## src/rtl/load_writeback_unit.sv

```systemverilog
// load_writeback_unit
//   Write-back stage feeding the register file write port. Selects the ALU
//   result, PC+4 or load data, and aligns and extends load data. A load issues
//   a one-cycle memory request and then stalls the front end until the data
//   arrives or a timeout expires. The stall also ends early on a load fault.
//
// Ports
//   clk, rst          clock (rising edge) and asynchronous active-low reset
//   instr_valid       current instruction valid
//   reg_write_in      decoder write enable for rd
//   wb_sel            00 ALU, 01 MEM, 10 PC+4, 11 ALU
//   funct3            load type (LB/LH/LW/LBU/LHU)
//   rd                destination register
//   alu_result        ALU output, also the load address
//   pc_plus4          link value for JAL/JALR
//   dmem_rvalid/rdata memory response
//   dmem_req/addr     one-cycle load request and word-aligned address
//   stall             hold PC and instruction
//   write_data/write_register/reg_write  register file write port
//   load_fault        one-cycle pulse on misaligned/illegal load or timeout
module load_writeback_unit #(
  parameter int unsigned XLEN           = 32,
  parameter int unsigned REG_ADDR_W     = 5,
  parameter int unsigned TIMEOUT_CYCLES = 16
) (
  input  logic                  clk,
  input  logic                  rst,
  input  logic                  instr_valid,
  input  logic                  reg_write_in,
  input  logic [1:0]            wb_sel,
  input  logic [2:0]            funct3,
  input  logic [REG_ADDR_W-1:0] rd,
  input  logic [XLEN-1:0]       alu_result,
  input  logic [XLEN-1:0]       pc_plus4,
  input  logic                  dmem_rvalid,
  input  logic [XLEN-1:0]       dmem_rdata,
  output logic                  dmem_req,
  output logic [XLEN-1:0]       dmem_addr,
  output logic                  stall,
  output logic [XLEN-1:0]       write_data,
  output logic [REG_ADDR_W-1:0] write_register,
  output logic                  reg_write,
  output logic                  load_fault
);

  localparam int unsigned CNT_W = (TIMEOUT_CYCLES > 2) ? $clog2(TIMEOUT_CYCLES) : 1;
  localparam logic [CNT_W-1:0] CNT_LAST = CNT_W'(TIMEOUT_CYCLES - 1);

  typedef enum logic {IDLE, WAIT} state_t;

  state_t                  state_q, state_d;
  logic [CNT_W-1:0]        cnt_q, cnt_d;
  logic [REG_ADDR_W-1:0]   rd_q, rd_d;
  logic [2:0]              f3_q, f3_d;
  logic [1:0]              off_q, off_d;

  logic                    is_load;
  logic                    illegal;
  logic                    misaligned;
  logic [7:0]              byte_sel;
  logic [15:0]             half_sel;
  logic [XLEN-1:0]         load_ext;

  always_ff @(posedge clk or negedge rst) begin
    if (!rst) begin
      state_q <= IDLE;
      cnt_q   <= '0;
      rd_q    <= '0;
      f3_q    <= '0;
      off_q   <= '0;
    end else begin
      state_q <= state_d;
      cnt_q   <= cnt_d;
      rd_q    <= rd_d;
      f3_q    <= f3_d;
      off_q   <= off_d;
    end
  end

  assign is_load    = instr_valid && (wb_sel == 2'b01);
  assign illegal    = (funct3 == 3'b011) || (funct3 == 3'b110) || (funct3 == 3'b111);
  // LH/LHU share funct3[1:0]==01; LW is the only 010 encoding.
  assign misaligned = ((funct3[1:0] == 2'b01) && alu_result[0]) ||
                      ((funct3 == 3'b010) && (alu_result[1:0] != 2'b00));

  assign byte_sel = dmem_rdata[{off_q, 3'b000} +: 8];
  assign half_sel = dmem_rdata[{off_q[1], 4'b0000} +: 16];

  always_comb begin
    case (f3_q)
      3'b000:  load_ext = {{(XLEN-8){byte_sel[7]}}, byte_sel};
      3'b100:  load_ext = {{(XLEN-8){1'b0}}, byte_sel};
      3'b001:  load_ext = {{(XLEN-16){half_sel[15]}}, half_sel};
      3'b101:  load_ext = {{(XLEN-16){1'b0}}, half_sel};
      default: load_ext = dmem_rdata;
    endcase
  end

  always_comb begin
    state_d        = state_q;
    cnt_d          = cnt_q;
    rd_d           = rd_q;
    f3_d           = f3_q;
    off_d          = off_q;
    dmem_req       = 1'b0;
    dmem_addr      = '0;
    stall          = 1'b0;
    write_data     = '0;
    write_register = '0;
    reg_write      = 1'b0;
    load_fault     = 1'b0;

    // Outputs stay at zero for as long as reset is held, not just at the edge.
    if (rst) begin
      dmem_addr = {alu_result[XLEN-1:2], 2'b00};
      unique case (state_q)
        IDLE: begin
          if (is_load) begin
            if (illegal || misaligned) begin
              load_fault = 1'b1;
            end else begin
              dmem_req = 1'b1;
              stall    = 1'b1;
              rd_d     = rd;
              f3_d     = funct3;
              off_d    = alu_result[1:0];
              cnt_d    = '0;
              state_d  = WAIT;
            end
          end else if (instr_valid) begin
            reg_write      = reg_write_in && (rd != '0);
            write_register = rd;
            write_data     = (wb_sel == 2'b10) ? pc_plus4 : alu_result;
          end
        end
        WAIT: begin
          write_register = rd_q;
          // A response in the timeout cycle still retires the load.
          if (dmem_rvalid) begin
            reg_write  = (rd_q != '0);
            write_data = load_ext;
            state_d    = IDLE;
          end else if (cnt_q == CNT_LAST) begin
            load_fault = 1'b1;
            state_d    = IDLE;
          end else begin
            stall = 1'b1;
            cnt_d = cnt_q + CNT_W'(1);
          end
        end
        default: state_d = IDLE;
      endcase
    end
  end

endmodule

```

## config.mk

```make
export PLATFORM = sky130hd
export DESIGN_NAME = load_writeback_unit
export DESIGN_NICKNAME = d
export VERILOG_FILES = /design/src/rtl/load_writeback_unit.sv
export SDC_FILE = /design/constraint.sdc
export NUM_CORES = 1
export LEC_CHECK = 0
export CAP_MARGIN = 40
export CORE_MARGIN = 4
export CORE_UTILIZATION = 48
export DETAILED_ROUTE_END_ITERATION = 8
export DONT_BUFFER_PORTS = 1
export PLACE_DENSITY = 0.69
export SLEW_MARGIN = 10
export SYNTH_ARGS = -nofsm -noshare
export SYNTH_HDL_FRONTEND = slang
export SYNTH_SLANG_ARGS = --single-unit
```

## constraint.sdc

```tcl
create_clock -name clk -period 2.3 [get_ports clk]
set_clock_uncertainty 0.15 [all_clocks]
set_input_delay 0.46 -clock clk [delete_from_list [all_inputs] [get_ports clk]]
set_output_delay 0.46 -clock clk [all_outputs]
set_load 0.05 [all_outputs]
```

### Word level (Yosys, flattened, before mapping)

Index checks and enable logic that the tools add are counted.

* flip-flop bits (word level): 15
* output and inout port bits: 73

* bitwise gates (word level): 2
* add/sub/neg operators: 1
* reductions and logical operators: 14
* equality and inequality tests: 15
* shifts and indexed selects: 2
* mux-type cells: 36

Operators with widths (count)
* two-way mux 32 bit: 6
* one-hot mux 32 bit (4 select lines): 1
* one-hot mux 32 bit (2 select lines): 1
* variable part select 32 x 6 -> 16 bit: 1
* variable part select 32 x 6 -> 8 bit: 1
* two-way mux 1 bit: 16
* two-way mux 4 bit: 4
* two-way mux 5 bit: 3
* equality test 3 bit, second input constant: 4
* one-hot mux 5 bit (2 select lines): 1
* nonzero test 5 bit: 2
* != test 2 bit, second input constant: 4
* one-hot mux 4 bit (2 select lines): 1
* equality test 3 x 2 -> 1 bit, second input constant: 2
* one-hot mux 1 bit (2 select lines): 3
* AND reduction 5 bit: 1
* adder 4 x 1 -> 4 bit, second input constant: 1
* equality test 2 x 1 -> 1 bit, second input constant: 2
* equality test 4 bit, second input constant: 1
* logical AND 1 bit: 4
* logical OR 1 bit: 4
* AND reduction 4 bit: 1
* equality test 3 x 1 -> 1 bit, second input constant: 1
* zero test 3 bit: 1
* 3 further kinds: 4

### Longest topological paths before layout

Gate-level depths: netlist (run 1).

* depth in word-level cells: 8
* gate-level depth with buffers: 6
* gate-level depth less buffers: 5

### Worst setup path before layout (run 1)

No wires, ideal clock.

* kind: input to output
* start point: input wb_sel[0]
* end point: output write_data[7]
* cell stages on the path: 4
* data arrival time: 2.303 ns
* path slack: -0.613 ns
* buffers on the path: 0
* required time: 1.690 ns
* cell sequence: nor2b_1 -> nor3b_2 -> a22oi_1 -> a211oi_1

* cells in the longest elaborated chain, start to end: 6
* elaborated cells between the ends (all ways): 8
* classes of those cells: 2 x eq/ne; 5 x mux; 1 x reduce/logical

Ends and longest elaborated chain
* start, declared: RTL line 30 `input logic [1:0] wb_sel,`
* equality test 2 bit: RTL line 133 `write_data = (wb_sel == 2'b10) ? pc_plus4 : alu_result;`
* two-way mux 32 bit: RTL line 133
* two-way mux 32 bit: RTL line 130 `end else if (instr_valid) begin`
* two-way mux 32 bit (*): RTL line 118 `if (is_load) begin`
* one-hot mux 32 bit (2 select lines) (*): RTL line 116 `unique case (state_q)`
* two-way mux 32 bit (*): RTL line 114 `if (rst) begin`
* end, declared: RTL line 40 `output logic [XLEN-1:0] write_data,`

Mark *: on every way between the ends. The rest lies on a longest branch, timed or not.

### Worst setup path in the final report (run 1)

* start point: register off_q[1]
* end point: output write_data[9]

* cells in the longest elaborated chain, start to end: 5
* elaborated cells between the ends (all ways): 6
* classes of those cells: 2 x shift; 4 x mux

Ends and longest elaborated chain
* start, declared: RTL line 55 `logic [1:0] off_q, off_d;`
* start signal, assigned: RTL line 70 `off_q <= '0;`
* start signal, assigned: RTL line 76 `off_q <= off_d;`
* variable part select 32 x 6 -> 16 bit or variable part select 32 x 6 -> 8 bit (tied branches): RTL line 87, 86
* one-hot mux 32 bit (4 select lines) (*): RTL line 90 `case (f3_q)`
* two-way mux 32 bit (*): RTL line 139 `if (dmem_rvalid) begin`
* one-hot mux 32 bit (2 select lines) (*): RTL line 116
* two-way mux 32 bit (*): RTL line 114

Marked as above.

==> results of run 1 <==
layer usage:
metal,vias up,track usage (%)
met5,-,0
met4,0,13.59
met3,28,6.464
met2,117,50.62
met1,1183,29.70
li1,1119,-
final timing paths:
kind                           from       endpoint  slack, ns  cells after the start
max                        off_q[1]  write_data[9]      -0.20                      5
min                             rst        state_q       0.15                      1
max reg2reg                 state_q       off_q[1]       0.60                      4
min reg2reg                cnt_q[1]       cnt_q[1]       0.38                      2
max in group asynchronous       rst        f3_q[1]       0.98                      1
min in group asynchronous       rst        rd_q[1]       0.54                      1
through the flow:
stage / instances / total power (uW) / utilization (%) / worst slack (ns) / TNS (ns)
finish: 379 / 1896 / 73.72 / -0.2011 / -3.917
global route: 379 / 2006 / 73.72 / -0.2635 / -6.157
CTS: 372 / 1708 / 67.69 / -0.1533 / -2.541
detailed placement: 363 / 1349 / 62.21 / -0.07277 / -0.1483
global placement: 363 / 1330 / 62.21 / -0.01389 / -0.03549
floorplan: 279 / 1131 / - / -0.1712 / -4.040
critical path, stage by stage (launching register included):
cell      delay, ns
dfrtp_1        0.39
mux4_2         0.53
a21o_4         0.29
o221ai_2       0.15
o21ai_1        0.12
buf_6          0.17
flip-flops by register name, indices dropped and copies added (netlist names):
register and cells:
state_q 1, rd_q 5, f3_q 3, cnt_q 4, off_q 2
power by group:
part | switching [uW] | leakage (uW) | internal (uW)
sequential | 75.2 | 0.000190 | 333
combinational | 734 | 0.00106 | 538
clock | 93.9 | 0.0000228 | 123
kinds of logic (layout without fill, tap and decap cells):
family,Yosys count,after routing
and+or+nand+nor,102,102
buffers and inverters,29,77
muxes,53,53
other,1,2
AOI/OAI and AO/OA,76,76
DFF,15,15
adders and majority gates,1,1
xor gates and xnor gates,1,1
synthesized netlist by cell type, types with 3 or more instances:
cell type / instances
o21ai_1: 7
o22ai_1: 8
buf_4: 3
nor2b_1: 10
or3_1: 7
nor2_1: 11
mux2_2: 4
inv_1: 4
mux2_4: 7
nand2b_1: 3
and2_1: 31
dfrtp_1: 15
a21oi_1: 11
inv_2: 3
buf_2: 12
o21ai_0: 12
o221ai_1: 7
clkbuf_1: 6
a22oi_1: 7
mux2i_1: 40
o211ai_1: 19
nand2_1: 25
nand3_1: 6
what timing repair did:
action,4_1_cts,5_1_grt
buffers inserted,5,6
endpoints found under the hold margin,15,0
resized for setup,36,41
hold buffers,1,0
gates cloned,0,1
setup endpoints to repair,32,37
pin swaps,16,22
area by class of cell:
type                            count  area (um2)  area share (%)
Timing Repair Buffer               66       706.9           21.87
Sequential cell                    15       377.9           11.69
Clock buffer                        4       45.04           1.394
Tap cell                           52       65.06           2.013
Inverter                            7       31.28          0.9679
Multi-Input combinational cell    235        2006           62.06
==> results.yml, run 1 <==
run_status:
  run_status: "finished, violations left"
  violations: "negative setup slack"
synthesis:
  yosys.area_share.simple_pct: 25.51
  synth_top_cell_area_share_pct: 18.26
  post-synth-top-area-cell: "mux2i_1"
  synth_top_family_by_area: "multiplexers"
  synth_edf_count: 0
  ys_ff_latch: 15
  async_flop_share_pct: 100.0
  synth-compound-area-share_pct: 23.06
  synth_xor_area_share_pct: 0.3995
  synth_top_flop_cell: "dfrtp_1"
  synth_cells: 278
  yosysUniqueCellTypes: 41
  synthMuxAreaShare_pct: 26.66
  ys_top_cells_by_area: "mux2i_1 (18%), dfrtp_1 (17%), and2_1 (8.8%), o211ai_1 (6.5%), mux2_4 (4.8%)"
  yosys_warnings: 0
  ys_seq_area_share_pct: 17.12
  syn_avg_cell_area_um2: 7.885
  synthesis.area_um2: 2192
  synth-adder-area-share_pct: 0.5708
floorplan:
  start_util_pct: 50.00
  core_area_um2: 4384
  die_area_um2: 5712
  die_w_um: 75.58
  chipHeight_um: 75.58
  num_rows: 24
  pin_count: 184
clock_network:
  clk-insertion-delay-late_ns: 0.25
  ctsHtreeMaxLevel: 1
  cts_root_buf: "clkbuf_8"
  clk_pin_slew_ns: 0.06
  cts_buffer_depth: 2
  tritoncts: "yes"
  clock-sinks: 15
  numCtsBuffers: 3
placement:
  dp_hpwl_um: 6507
  port_buffers: 0
  gp_congestion: 0.8220
  dpl_cell_area_um2: 2728
sta:
  period_minus_slack_ns: 2.501
  fmax_ghz: 0.3998
  finalHoldViolations: 0
  final.setup.worst_slack_ns: -0.2011
  min_period_over_period_pct: 108.7
  setup_viol: 32
  drv_slew: 0
  worst_pin_slew_ns: 0.6874
  timing.hold.ws_ns: 0.1493
  rsz0062_at_grt: "yes"
  slew_headroom_pct: 54.02
setup_path:
  worst-path-max-fanout: 8
  crit_type: "register to output port"
  crit_arrival_ns: 1.89
  start_kind: "register"
  worstSetupEndpointType: "output port"
  required_ns: 1.69
route:
  drtIter0Drc: 168
  wl_per_cell_um: 23.15
  dr.pass1.iters: 4
  highest_layer: "met4"
  m1WireLength_um: 2861
  finalWirelength_um: 8772
  vias: 2447
  wl_met2_um: 4794
  drc: 0
  dr_wl_met3_um: 794
  routed_via_density: 6.456
  final_antenna_net_count: 0
grt:
  grt.total_usage_pct: 27.71
  grt_pass1_vias: 2514
  grt_overflow_total: 0
  grt_max_degree: 38
  grt_pass1_wl_um: 12080
  antenna_found_initial: 0
cells_and_area:
  stdcell_area_um2: 3232
  final_common_cell: "buf_4"
  final_cell_mix: "buf_4 (41), mux2i_1 (32), and2_1 (31), nand2_1 (21), o211ai_1 (19)"
  antenna_cells: 0
  drive_above_1_share_pct: 42.51
  fill_cells: 323
  area_growth_pct: 47.43
  layout.nets: 440
power:
  ir_drop_uv: 396.1
  p_leak_uw: 0.001274
  powerDensity_nw_per_um2: 586.6
min_path:
  min_path_type: "primary input to register"
run:
  maxCapViolations: 0
No activity file was read; power rests on OpenSTA's default activity.
==> run 2, diff against run 1 <==
TNS_END_PERCENT = 20   (was default)
==> results.yml, run 2 (same netlist as run 1, synthesis figures left out) <==
run_status:
  run_status: "finished, violations left"
  violations: "negative setup slack"
min_path:
  hold_depth: 1
  min_path_type: "primary input to register"
  hold_path_end: "state_q"
  worstHoldStart: "rst"
route:
  dr.pass1.iters: 4
  vias: 2346
  routed_via_density: 6.323
  drtIter0Drc: 78
  drc: 0
  finalWirelength_um: 7859
  wl_per_cell_um: 21.18
  final_antenna_net_count: 0
sta:
  worst_pin_slew_ns: 0.7284
  final.setup.worst_slack_ns: -0.1831
  finalHoldViolations: 0
  fmax_ghz: 0.4027
  period_minus_slack_ns: 2.483
  rsz0062_at_grt: "yes"
  drv_slew: 0
  timing.hold.ws_ns: 0.1384
  min_period_over_period_pct: 108.0
  setup_viol: 31
  tns_ns: -3.081
  slew_headroom_pct: 51.28
power:
  ir_drop_uv: 451.3
  p_leak_uw: 0.001180
  powerDensity_nw_per_um2: 582.9
cells_and_area:
  final_common_cell: "buf_4"
  stdcell_area_um2: 2883
  area_growth_pct: 31.51
  layout.nets: 432
  fill_cells: 366
  antenna_cells: 0
  drive_above_1_share_pct: 33.23
  reg_top3: "rd_q x5, cnt_q x4, f3_q x3"
  largest_reg_flops: 5
  final_cell_mix: "buf_4 (41), mux2i_1 (35), and2_1 (31), nand2_1 (25), o211ai_1 (19)"
  final_cells: 371
  largest-register: "rd_q"
clock_network:
  clock-sinks: 15
  cts_buffer_depth: 2
  cts_root_buf: "clkbuf_8"
  clk-insertion-delay-late_ns: 0.26
  tritoncts: "yes"
  numCtsBuffers: 3
  clk_pin_slew_ns: 0.07
  ctsHtreeMaxLevel: 1
placement:
  dpl_cell_area_um2: 2636
  gp_congestion: 0.8606
  port_buffers: 0
  dpl.cell_count: 364
  dp_hpwl_um: 6272
grt:
  grt_pass1_wl_um: 11140
  grt_pass1_vias: 2334
  grt.total_usage_pct: 25.22
  grt_max_degree: 38
  antenna_found_initial: 0
  grt_overflow_total: 0
setup_path:
  r2r_end: "rd_q[3]"
  crit_chain: "mux4_2 > a21o_4 > a21oi_2 > o22ai_1 > buf_4"
  required_ns: 1.69
  worstSetupEndpointType: "output port"
  worstReg2RegStart: "state_q"
  rrSetupSlack_ns: 0.66
  slowest_stage: "mux4_2"
  start_kind: "register"
  crit_arrival_ns: 1.87
  crit_type: "register to output port"
  max_stage_delay_ns: 0.53
  worst-path-max-fanout: 8
  rr_worst_depth: 4
floorplan:
  die_area_um2: 5712
  num_rows: 24
  core_area_um2: 4384
  chipHeight_um: 75.58
  die_w_um: 75.58
  pin_count: 184
  start_util_pct: 50.00
run:
  maxCapViolations: 0
==> run 2: how the worst max path moves through the flow <==
stage,start,end,slack (ns),cells past startpoint
6_report,off_q[1],write_data[15],-0.18,5
5_1_grt,off_q[1],write_data[12],-0.23,5
4_1_cts,off_q[1],write_data[14],-0.17,5
3_5_place_dp,dmem_rdata[31],write_data[9],-0.05,5
3_3_place_gp,dmem_rdata[31],write_data[9],-0.05,5
2_1_floorplan,rst,write_data[0],-0.20,5
==> run 2: routing by layer <==
layer / GRT usage (%) / up-vias / share of wire [%]
met5: 0 / - / 0
met4: 10.68 / 0 / 3.2
met3: 4.881 / 18 / 8.9
met2: 46.60 / 112 / 53
met1: 27.90 / 1116 / 35
li1: - / 1100 / -
==> run 2: what timing repair did <==
action                                  CTS  global route
hold buffers                              1             0
gates cloned                              0             0
gates resized for setup                  23            15
pin swaps                                14             4
endpoints found under the hold margin    15             0
endpoints found under the setup margin   32            35
setup buffers                             2             0
==> run 2: worst max-delay path, delay by kind of cell (launching register included) <==
| kind | cells | cell delay (ns) |
|---|---|---|
| AO/OA/AOI/OAI | 3 | 0.50 |
| buffers and inverters | 1 | 0.19 |
| flip-flops | 1 | 0.38 |
| multiplexers | 1 | 0.53 |
==> run 2: report_power, final <==
| group | internal [uW] | switching, uW |
|---|---|---|
| clock | 122 | 103 |
| combinational | 412 | 638 |
| sequential | 331 | 73.6 |
==> run 2: cell type report <==
type,instances,area (um2),share of cell area (%)
multi-input cells,235,1824,63.28
inverters,7,26.28,0.9115
clock inverters,1,7.507,0.2604
clock buffers,3,41.29,1.432
well taps,52,65.06,2.257
repair buffers,58,541.8,18.79
flip-flops and latches,15,376.6,13.06
==> run 2: per-stage QoR <==
stage | power [uW] | setup WS (ns) | utilization [%]
floorplan | 1122 | -0.1963 | -
global placement | 1318 | -0.04722 | 60.13
detailed placement | 1334 | -0.04620 | 60.13
CTS | 1640 | -0.1700 | 64.07
global route | 1774 | -0.2342 | 65.75
finish | 1680 | -0.1831 | 65.75
